--- src/rtl/mmcm_drp_pkg.sv ---
// Shared types and helpers for the MMCM DRP reconfiguration master.
package mmcm_drp_pkg;

   localparam int unsigned DRP_ADDR_W = 7;
   localparam int unsigned DRP_DATA_W = 16;

   typedef enum logic [3:0] {
      StIdle,
      StHoldRst,
      StRd,
      StRdWait,
      StWr,
      StWrWait,
      StNext,
      StRelease,
      StWaitLock
   } drp_state_t;

   // A set mask bit keeps the readback bit; a clear one takes the new data bit.
   function automatic logic [DRP_DATA_W-1:0] rmw(input logic [DRP_DATA_W-1:0] rd_data,
                                                 input logic [DRP_DATA_W-1:0] new_data,
                                                 input logic [DRP_DATA_W-1:0] mask);
      return (rd_data & mask) | (new_data & ~mask);
   endfunction

endpackage

--- src/rtl/sync2.sv ---
// Two-flop synchronizer for a single asynchronous level signal.
module sync2 #(
   parameter logic RST_VAL = 1'b0
) (
   input  logic clk,
   input  logic rst_n,
   input  logic d,
   output logic q
);

   logic meta;

   always_ff @(posedge clk or negedge rst_n) begin
      if (!rst_n) begin
         meta <= RST_VAL;
         q    <= RST_VAL;
      end else begin
         meta <= d;
         q    <= meta;
      end
   end

endmodule

--- src/rtl/mmcm_drp_reconfig.sv ---
// MMCM DRP master: one read-modify-write per masked update, MMCM held in reset for the
// whole batch, done reported once the synchronized LOCKED is seen.
module mmcm_drp_reconfig
   import mmcm_drp_pkg::*;
#(
   parameter int unsigned DRDY_TIMEOUT = 255,
   parameter int unsigned LOCK_TIMEOUT = 65535,
   parameter int unsigned RST_HOLD     = 4
) (
   input  logic                  CLK,
   input  logic                  nRST,
   input  logic                  req_valid,
   output logic                  req_ready,
   input  logic [DRP_ADDR_W-1:0] req_addr,
   input  logic [DRP_DATA_W-1:0] req_data,
   input  logic [DRP_DATA_W-1:0] req_mask,
   input  logic                  req_last,
   output logic [DRP_ADDR_W-1:0] drp_daddr,
   output logic                  drp_den,
   output logic                  drp_dwe,
   output logic [DRP_DATA_W-1:0] drp_di,
   input  logic [DRP_DATA_W-1:0] drp_do,
   input  logic                  drp_drdy,
   output logic                  mmcm_rst,
   input  logic                  mmcm_locked,
   output logic                  busy,
   output logic                  done,
   output logic                  error
);

   localparam int unsigned HOLD_W = $clog2(RST_HOLD + 1);
   localparam int unsigned DRDY_W = $clog2(DRDY_TIMEOUT + 1);
   localparam int unsigned LOCK_W = $clog2(LOCK_TIMEOUT + 1);

   drp_state_t            state_q, state_d;
   logic [HOLD_W-1:0]     hold_cnt_q, hold_cnt_d;
   logic [DRDY_W-1:0]     drdy_cnt_q, drdy_cnt_d;
   logic [LOCK_W-1:0]     lock_cnt_q, lock_cnt_d;
   logic [DRP_ADDR_W-1:0] addr_q, addr_d;
   logic [DRP_DATA_W-1:0] data_q, data_d;
   logic [DRP_DATA_W-1:0] mask_q, mask_d;
   logic                  last_q, last_d;
   logic [DRP_ADDR_W-1:0] daddr_q, daddr_d;
   logic [DRP_DATA_W-1:0] di_q, di_d;
   logic                  rst_q, rst_d;
   logic                  busy_q, busy_d;
   logic                  error_q, error_d;
   logic                  ready_q, ready_d;
   logic                  locked_sync;
   logic                  accept;

   sync2 #(
      .RST_VAL(1'b0)
   ) u_locked_sync (
      .clk  (CLK),
      .rst_n(nRST),
      .d    (mmcm_locked),
      .q    (locked_sync)
   );

   assign accept    = req_valid & ready_q;
   assign req_ready = ready_q;
   assign drp_daddr = daddr_q;
   assign drp_di    = di_q;
   assign mmcm_rst  = rst_q;
   assign busy      = busy_q;
   assign error     = error_q;

   always_comb begin
      state_d    = state_q;
      hold_cnt_d = hold_cnt_q;
      drdy_cnt_d = drdy_cnt_q;
      lock_cnt_d = lock_cnt_q;
      addr_d     = addr_q;
      data_d     = data_q;
      mask_d     = mask_q;
      last_d     = last_q;
      daddr_d    = daddr_q;
      di_d       = di_q;
      rst_d      = rst_q;
      busy_d     = busy_q;
      error_d    = error_q;
      drp_den    = 1'b0;
      drp_dwe    = 1'b0;
      done       = 1'b0;

      case (state_q)
         StIdle: begin
            if (accept) begin
               addr_d     = req_addr;
               data_d     = req_data;
               mask_d     = req_mask;
               last_d     = req_last;
               error_d    = 1'b0;
               busy_d     = 1'b1;
               rst_d      = 1'b1;
               hold_cnt_d = HOLD_W'(RST_HOLD - 1);
               state_d    = StHoldRst;
            end
         end

         StHoldRst: begin
            if (hold_cnt_q == '0) begin
               daddr_d = addr_q;
               state_d = StRd;
            end else begin
               hold_cnt_d = hold_cnt_q - HOLD_W'(1);
            end
         end

         StRd: begin
            drp_den    = 1'b1;
            drdy_cnt_d = DRDY_W'(DRDY_TIMEOUT);
            state_d    = StRdWait;
         end

         StRdWait: begin
            if (drp_drdy) begin
               di_d    = rmw(drp_do, data_q, mask_q);
               state_d = StWr;
            end else if (drdy_cnt_q == '0) begin
               error_d = 1'b1;
               state_d = StRelease;
            end else begin
               drdy_cnt_d = drdy_cnt_q - DRDY_W'(1);
            end
         end

         StWr: begin
            drp_den    = 1'b1;
            drp_dwe    = 1'b1;
            drdy_cnt_d = DRDY_W'(DRDY_TIMEOUT);
            state_d    = StWrWait;
         end

         StWrWait: begin
            if (drp_drdy) begin
               state_d = last_q ? StRelease : StNext;
            end else if (drdy_cnt_q == '0) begin
               error_d = 1'b1;
               state_d = StRelease;
            end else begin
               drdy_cnt_d = drdy_cnt_q - DRDY_W'(1);
            end
         end

         // Within a batch the MMCM is already in reset, so go straight to the read.
         StNext: begin
            if (accept) begin
               addr_d  = req_addr;
               data_d  = req_data;
               mask_d  = req_mask;
               last_d  = req_last;
               error_d = 1'b0;
               daddr_d = req_addr;
               state_d = StRd;
            end
         end

         StRelease: begin
            lock_cnt_d = LOCK_W'(LOCK_TIMEOUT);
            state_d    = StWaitLock;
         end

         StWaitLock: begin
            if (locked_sync) begin
               done    = 1'b1;
               busy_d  = 1'b0;
               state_d = StIdle;
            end else if (lock_cnt_q == '0) begin
               error_d = 1'b1;
               busy_d  = 1'b0;
               state_d = StIdle;
            end else begin
               lock_cnt_d = lock_cnt_q - LOCK_W'(1);
            end
         end

         default: begin
            state_d = StIdle;
         end
      endcase

      // Every path into RELEASE, normal or timeout, lets the MMCM out of reset.
      if (state_d == StRelease) begin
         rst_d = 1'b0;
      end
      ready_d = (state_d == StIdle) || (state_d == StNext);
   end

   always_ff @(posedge CLK or negedge nRST) begin
      if (!nRST) begin
         state_q    <= StIdle;
         hold_cnt_q <= '0;
         drdy_cnt_q <= '0;
         lock_cnt_q <= '0;
         addr_q     <= '0;
         data_q     <= '0;
         mask_q     <= '0;
         last_q     <= 1'b0;
         daddr_q    <= '0;
         di_q       <= '0;
         rst_q      <= 1'b0;
         busy_q     <= 1'b0;
         error_q    <= 1'b0;
         ready_q    <= 1'b0;
      end else begin
         state_q    <= state_d;
         hold_cnt_q <= hold_cnt_d;
         drdy_cnt_q <= drdy_cnt_d;
         lock_cnt_q <= lock_cnt_d;
         addr_q     <= addr_d;
         data_q     <= data_d;
         mask_q     <= mask_d;
         last_q     <= last_d;
         daddr_q    <= daddr_d;
         di_q       <= di_d;
         rst_q      <= rst_d;
         busy_q     <= busy_d;
         error_q    <= error_d;
         ready_q    <= ready_d;
      end
   end

endmodule

--- config.mk ---
export PLATFORM = sky130hd
export DESIGN_NAME = mmcm_drp_reconfig
export DESIGN_NICKNAME = d
export VERILOG_FILES = /design/src/rtl/mmcm_drp_pkg.sv /design/src/rtl/sync2.sv /design/src/rtl/mmcm_drp_reconfig.sv
export SDC_FILE = /design/constraint.sdc
export NUM_CORES = 1
export LEC_CHECK = 0
export ABC_AREA = 1
export BUFFER_PORTS_ARGS = -buffer_cell sky130_fd_sc_hd__buf_2
export CORE_UTILIZATION = 57
export CTS_BUF_LIST = sky130_fd_sc_hd__clkbuf_4
export DETAILED_ROUTE_END_ITERATION = 7
export PLACE_DENSITY = 0.88
export SKIP_LAST_GASP = 1
export SLEW_MARGIN = 20
export SYNTH_ARGS = -nofsm -noshare
export SYNTH_HDL_FRONTEND = slang
export SYNTH_HIERARCHICAL = 1
export SYNTH_SLANG_ARGS = --single-unit
--- constraint.sdc ---
create_clock -name CLK -period 2 [get_ports CLK]
set_input_delay 0.2 -clock CLK [delete_from_list [all_inputs] [get_ports CLK]]
set_output_delay 0.2 -clock CLK [all_outputs]
set_load 0.03 [all_outputs]
==> flow_summary.yaml, run 1 <==
synthesis:
  seq_area_frac_synth_pct: 50.1
  syn_nets: 670
  yosysMostFrequentCell: "nand2_1"
  synth_edf_count: 0
  synth_seq_cells: 100
  synth_async_sr_flop_share_pct: 100
  synthCells: 604
  ys.flop_type: "dfrtp_1"
  synth_area_per_cell_sq_um: 8.27
  synth_commonest_cells: "nand2_1, dfrtp_1, inv_1, nor2_1, o21ai_0"
  yosysWarnings: 6
  syn-cell-area_sq_um: 4990
  yosysTopAreaCell: "dfrtp_1"
  synth_area_leaders: "dfrtp_1, nand2_1, inv_1"
  yosysTopAreaCellShare_pct: 50.1
  yosysUniqueCellTypes: 31
global_route:
  grt_pass1_wl_microns: 21100
  antenna_found_initial: 0
  grt_max_degree: 64
  grt.overflow.total: 0
  grt_pass1_vias: 4674
  grt_usage_pct: 30.5
power_and_ir_drop:
  leakagePower_nw: 3.12
  vdd_drop_max_uv: 739
  powerDensity_nw_per_um2: 1470
die:
  coreArea_sq_um: 8340
  die_width_microns: 95.6
  start_util_pct: 59.9
  floorplan.rows: 33
  die_area_sq_um: 9140
  io_pins: 91
  die_h_microns: 95.6
drt:
  drt-vias-per-instance: 5.56
  num_vias: 4749
  drt-total-wl_microns: 13300
  drc_errors: 0
  ant_nets: 0
  routedWlPerCell_microns: 15.5
  firstDrtPassIters: 6
  drt-initial-drc-count: 422
clocking:
  cts_tree: "yes"
  root_buffer: "clkbuf_4"
  cts.path.max_buffers: 2
  htree_num_levels: 3
  clk_latency_ns: 0.48
  cts_buffers: 9
  clkTransAtPathRegs_ns: 0.19
  cts_num_sinks: 100
sta:
  fin_crit_ns: 1.90
  relSlewSlack_pct: 70.2
  tightest_slew_ns: 0.445
  period_share_pct: 94.9
  setup_violations: 0
  slew_viol_final: 0
  skew_ns: 0.0299
  layout_setup_ws_ns: 0.101
  fmax_mhz: 527
  hold_viol: 0
setup_path:
  cpMostUsedCell: "nor2_4"
  critPathKind: "reg2out"
  cpPeakStageDelay_ns: 0.47
  cp_cell_sequence: "nor2_4, nand2_2, nor2_4, buf_8, nand2_1, inv_1, buf_4"
  cp.required_ns: 1.80
  start_kind: "register"
  endpoint_kind: "output pin"
  worst-path-max-fanout: 4
  cp.arrival_ns: 1.70
  cp_slowest_cell: "dfrtp_1"
place:
  preCtsSetupSlack_ns: 0.124
  numPortBuffers: 90
  dp_hpwl_microns: 8000
  gp_congestion: 0.948
cells_and_area:
  nNetsFinal: 810
  drive_gt1_share_pct: 21.1
  areaGrowthSynthToFinish_pct: 24.5
  finalCoreUtilization_pct: 74.6
  n_antenna_cell: 0
job:
  cap_viol_max_count: 0
outcome:
  status: "complete, no violations"
worst_hold_path:
  hold_path.class: "in2reg"
==> where the power goes <==
group          total, W  internal [W]  switching (W)
logic           0.00430       0.00149        0.00281
clock network   0.00122      0.000429       0.000791
registers       0.00365       0.00298       0.000671
==> cells in the final DEF, fill, tap and decap left out, drive strengths merged, types with 7 or more instances in the layout <==
cell         count
buf            104
dlygate4sd3     42
nor2            74
nand3           28
nand2          151
o21a            16
clkbuf           9
dfrtp          100
o211ai          15
a21oi           19
o21ai           63
a31oi            7
inv             92
xor2            10
==> final cells by class <==
type                    count  area, sq um
inverters                  88          330
clock inverters             7          103
clock buffers               9         67.6
flip-flops and latches    100         2500
multi-input cells         399         2060
repair buffers            146         1030
well taps                 105          131
fillers                   551         2120
==> timing repair <==
item                                    CTS  global route
endpoints found under the hold margin   110             0
hold buffers                             42             0
pin swaps                                 0             2
endpoints found under the setup margin    1             8
buffers inserted                          1             7
gates resized for setup                   3             5
==> stage by stage <==
stage	TNS [ns]	hold slack [ns]	cell area [sq um]	power (W)	instances
4_1_cts	0	0.0379	6150	0.00892	847
3_5_place_dp	0	0.135	5550	0.00762	788
5_1_grt	-0.0689	0.0465	6220	0.00980	854
2_1_floorplan	0	-0.0956	4990	0.00657	604
6_report	0	0.0394	6220	0.00917	854
3_3_place_gp	0	0.136	5550	0.00737	788
==> layer usage <==
layer | up-vias | wire, microns | GRT usage, % | part of all wire [%]
met2 | 266 | 6980 | 54.0 | 53
met4 | 0 | 376 | 14.3 | 2.8
met5 | - | 0 | 0 | 0
li1 | 2205 | - | - | -
met1 | 2230 | 4910 | 34.7 | 37
met3 | 48 | 990 | 7.02 | 7.5
==> path summary, 6_finish.rpt <==
path                                    startpoint               to  slack [ns]  depth (start not counted)
worst max-delay path                    state_q[0]             done        0.10                          7
worst min-delay path                     drp_do[7]        drp_di[7]        0.04                          4
worst max register to register          state_q[1]        data_q[9]        0.12                          7
worst min register to register  u_locked_sync/meta  u_locked_sync/q        0.37                          0
max in group asynchronous                     nRST    lock_cnt_q[1]        1.23                          3
min in group asynchronous                     nRST    hold_cnt_q[1]        0.15                          2
==> sequential cells by signal, indices dropped and copies added, names as in the netlist, 3 cells and up <==
register,flops
drdy_cnt_q,8
data_q,16
state_q,4
drp_daddr,7
addr_q,7
mask_q,16
drp_di,16
lock_cnt_q,16
hold_cnt_q,3
==> kinds of logic after synthesis <==
family          Yosys count  share of synthesized area (%)
fa+ha+maj                 5                           1.25
simple gates            263                           23.0
xor+xnor                 10                           1.75
flops                   100                           50.1
buf+inv                 105                           8.94
compound gates          121                           15.0
==> worst max-delay path, delay by kind of cell (launching register included) <==
family	cells	cell delay [ns]
buffers and inverters	3	0.32
and+or+nand+nor	4	0.44
DFF	1	0.47
Power figures use the tool's default switching activity.
==> inputs of run 2 (changes only) <==
- PLACE_DENSITY: 0.88 -> 0.81
==> flow_summary.yaml, run 2 (same netlist as run 1, synthesis figures left out) <==
outcome:
  status: "complete, no violations"
die:
  floorplan.rows: 33
  coreArea_sq_um: 8340
  io_pins: 91
  die_width_microns: 95.6
  die_area_sq_um: 9140
  start_util_pct: 59.9
  die_h_microns: 95.6
clocking:
  clk_latency_ns: 0.48
  root_buffer: "clkbuf_4"
  htree_num_levels: 3
  cts_buffers: 9
  cts.path.max_buffers: 2
  clkTransAtPathRegs_ns: 0.21
  cts_tree: "yes"
  cts_num_sinks: 100
cells_and_area:
  n_antenna_cell: 0
  layout_common_cells: "nand2_1, dfrtp_1, buf_2"
  layout_commonest_cell: "nand2_1"
  areaGrowthSynthToFinish_pct: 23.5
  drive_gt1_share_pct: 20.5
  finalCoreUtilization_pct: 74.0
  nNetsFinal: 804
  post-route-cell-area_sq_um: 6170
  final_cells: 848
place:
  numPortBuffers: 90
  gp_congestion: 0.943
  dp_hpwl_microns: 7750
  dpl-instance-area_sq_um: 5550
  preCtsSetupSlack_ns: 0.190
  place_inst: 788
setup_path:
  cp.arrival_ns: 2.30
  cp_cell_sequence: "buf_4, nand2_1, nor2_8, o21ai_4, buf_12, nor2_1, a21oi_1"
  start_kind: "register"
  endpoint_kind: "register"
  cpPeakStageDelay_ns: 0.45
  worst-path-max-fanout: 62
  path_buf_inv: 2
  critPathKind: "reg2reg"
  cp_top_family: "compound AO/OA/AOI/OAI gates"
  cp_slowest_cell: "dfrtp_1"
  cp.required_ns: 2.41
sta:
  hold_viol: 0
  layout_setup_ws_ns: 0.110
  tightest_slew_ns: 0.620
  period_share_pct: 94.5
  rsz0062_at_grt: "yes"
  setup_violations: 0
  fmax_mhz: 529
  relSlewSlack_pct: 58.6
  fin_crit_ns: 1.89
  setup_tns_ns: 0
  skew_ns: 0.0335
  slew_viol_final: 0
drt:
  drt-vias-per-instance: 5.30
  firstDrtPassIters: 5
  num_vias: 4498
  drc_errors: 0
  ant_nets: 0
  drt-total-wl_microns: 11800
  routedWlPerCell_microns: 13.9
  drt-initial-drc-count: 263
power_and_ir_drop:
  leakagePower_nw: 3.09
  powerDensity_nw_per_um2: 1440
  vdd_drop_max_uv: 859
global_route:
  grt_pass1_vias: 4349
  grt_pass1_wl_microns: 19600
  antenna_found_initial: 0
  grt_usage_pct: 28.1
  grt.overflow.total: 0
  grt_max_degree: 63
worst_hold_path:
  hold_path.class: "in2reg"
job:
  cap_viol_max_count: 0
run 2: cell count changes in the layout (fill, tap and decap cells not counted):
cell,before,now
buf_2,88,87
buf_4,12,6
bufinv_16,1,0
clkbuf_4,9,10
clkinv_8,2,3
inv_12,0,1
inv_6,2,1
run 2: power by group:
part	switching (W)	leakage [nW]	internal (W)
combinational	0.00267	1.85	0.00145
sequential	0.000644	1.16	0.00298
clock	0.000824	0.0860	0.000326
run 2: stage by stage:
stage | power [W] | hold slack [ns]
after detailed placement | 0.00762 | 0.267
after global routing | 0.00959 | 0.0243
after global placement | 0.00738 | 0.259
after floorplan | 0.00657 | -0.0956
final | 0.00889 | 0.0489
after CTS | 0.00884 | 0.0276
run 2: area by class of cell:
class / instances / area (sq um)
fillers: 597 / 2170
clock buffers: 9 / 67.6
inverters: 88 / 330
multi-input cells: 399 / 2060
clock inverters: 7 / 96.3
flip-flops and latches: 100 / 2500
repair buffers: 140 / 983
well taps: 105 / 131
run 2: worst register-to-register path, stage by stage (launching register included):
cell     delay, ns
dfrtp_1       0.45
buf_4         0.16
nand2_1       0.15
nor2_8        0.09
o21ai_4       0.41
buf_12        0.31
nor2_1        0.10
a21oi_1       0.18
run 2: final timing paths:
check,endpoint,from,depth (start not counted),slack (ns)
max reg2reg,data_q[10],state_q[1],7,0.11
min in group asynchronous,data_q[9],nRST,2,0.27
min reg2reg,u_locked_sync/q,u_locked_sync/meta,0,0.37
max,data_q[10],state_q[1],7,0.11
max in group asynchronous,error,nRST,3,1.04
min,drp_di[8],drp_do[8],4,0.05
run 2: timing repair:
action,in CTS,in global routing
hold endpoints to repair,95,0
hold buffers,42,0
buffers inserted,1,1
resized for setup,3,6
setup endpoints to repair,1,3
run 2: layer usage:
metal | up-vias | track usage [%] | wire length (microns)
li1 | 2194 | - | -
met1 | 2117 | 35.8 | 4970
met2 | 162 | 47.2 | 5800
met3 | 25 | 6.78 | 788
met4 | 0 | 8.83 | 218
met5 | - | 0 | 0
==> inputs of run 3 (changes only) <==
- CORE_ASPECT_RATIO: default -> 1.4
- PLACE_DENSITY: 0.81 -> 0.87
==> flow_summary.yaml, run 3 (same netlist as run 1, synthesis figures left out) <==
sta:
  tightest_slew_ns: 0.587
  layout_setup_ws_ns: 0.0857
  hold_viol: 0
  fmax_mhz: 522
  rsz0062_at_grt: "yes"
  slew_viol_final: 0
  setup_violations: 0
  period_share_pct: 95.7
  skew_ns: 0.0155
  setup_tns_ns: 0
  relSlewSlack_pct: 60.9
  fin_crit_ns: 1.91
global_route:
  grt_max_degree: 69
  grt_pass1_vias: 4765
  grt_usage_pct: 30.7
  antenna_found_initial: 0
  grt_pass1_wl_microns: 21100
  grt.overflow.total: 0
cells_and_area:
  multi_input_area_sq_um: 2060
  areaGrowthSynthToFinish_pct: 22.3
  n_antenna_cell: 0
  finalCoreUtilization_pct: 71.4
  regArea_sq_um: 2500
  fill_cells: 594
  layout_commonest_cell: "nand2_1"
  drive_gt1_share_pct: 19.8
  final_cells: 844
  nNetsFinal: 800
  layout_common_cells: "nand2_1, dfrtp_1, buf_2"
drt:
  routedWlPerCell_microns: 15.2
  drt-vias-per-instance: 5.43
  ant_nets: 0
  drt-initial-drc-count: 399
  num_vias: 4580
  firstDrtPassIters: 5
  drt-total-wl_microns: 12800
  drc_errors: 0
place:
  preCtsSetupSlack_ns: 0.141
  numPortBuffers: 90
  place_inst: 787
  dp_hpwl_microns: 7990
  gp_congestion: 0.919
setup_path:
  critPathKind: "reg2out"
  start_kind: "register"
  endpoint_kind: "output pin"
  worst-path-max-fanout: 5
  cp.required_ns: 1.80
  cp.arrival_ns: 1.71
clocking:
  cts_setup_buffers: 0
  cts.path.max_buffers: 2
  cts_tree: "yes"
  clk_latency_ns: 0.49
  htree_num_levels: 3
  cts_num_sinks: 100
  clkTransAtPathRegs_ns: 0.15
  cts_buffers: 9
  root_buffer: "clkbuf_4"
die:
  floorplan.rows: 40
  io_pins: 91
  die_width_microns: 81.1
  coreArea_sq_um: 8560
  die_area_sq_um: 9150
  start_util_pct: 58.4
  die_h_microns: 113
power_and_ir_drop:
  leakagePower_nw: 3.07
  finalPower_w: 0.00893
  vdd_drop_max_uv: 1250
  powerDensity_nw_per_um2: 1460
job:
  cap_viol_max_count: 0
worst_hold_path:
  hold_path.class: "in2reg"
outcome:
  status: "complete, no violations"
run 3: power by group:
part / internal (W) / switching, W / total (W)
Sequential: 0.00298 / 0.000678 / 0.00366
Clock: 0.000407 / 0.000706 / 0.00111
Combinational: 0.00142 / 0.00274 / 0.00417
Total: 0.00481 / 0.00412 / 0.00893
run 3: worst paths after layout:
path,depth (start not counted),slack [ns],to,start
setup / recovery,6,0.09,done,state_q[1]
hold / removal,4,0.04,drp_di[14],drp_do[14]
setup reg to reg,10,0.10,lock_cnt_q[5],lock_cnt_q[0]
hold reg to reg,0,0.38,u_locked_sync/q,u_locked_sync/meta
max in group asynchronous,3,1.13,lock_cnt_q[7],nRST
min in group asynchronous,2,0.22,drp_daddr[4],nRST
run 3: final cells by class:
cell class | instances | area share [%]
sequential | 100 | 41.0
multi-input combinational | 399 | 33.7
timing repair buffer | 136 | 15.4
inverter | 88 | 5.47
tap | 105 | 2.15
clock buffer | 10 | 1.23
clock inverter | 6 | 1.13
run 3: per-stage QoR:
stage               hold slack [ns]  cell area, sq um
floorplan                   -0.0956              4990
global placement              0.230              5540
detailed placement            0.240              5540
CTS                         0.00930              6090
global route                 0.0425              6110
finish                       0.0444              6110
run 3: what timing repair did:
action / 4_1_cts / 5_1_grt
hold endpoints to repair: 87 / 0
hold buffers: 41 / 0
endpoints found under the setup margin: 0 / 7
resized for setup: 0 / 4
run 3: per-layer routing:
metal	wire length (microns)	share of wire (%)	global-route usage [%]	vias up
li1	-	-	-	2185
met3	646	5.0	5.40	54
met4	579	4.5	19.9	0
met5	0	0	0	-
met1	4870	38	34.5	2161
met2	6710	52	52.4	180
run 3: worst max-delay path, stage by stage, from the launching register on:
cell and delay (ns):
dfrtp_1 0.46, nor2_2 0.20, nand2_2 0.12, nor2_4 0.12, nand2_1 0.10, inv_1 0.06
buf_2 0.18
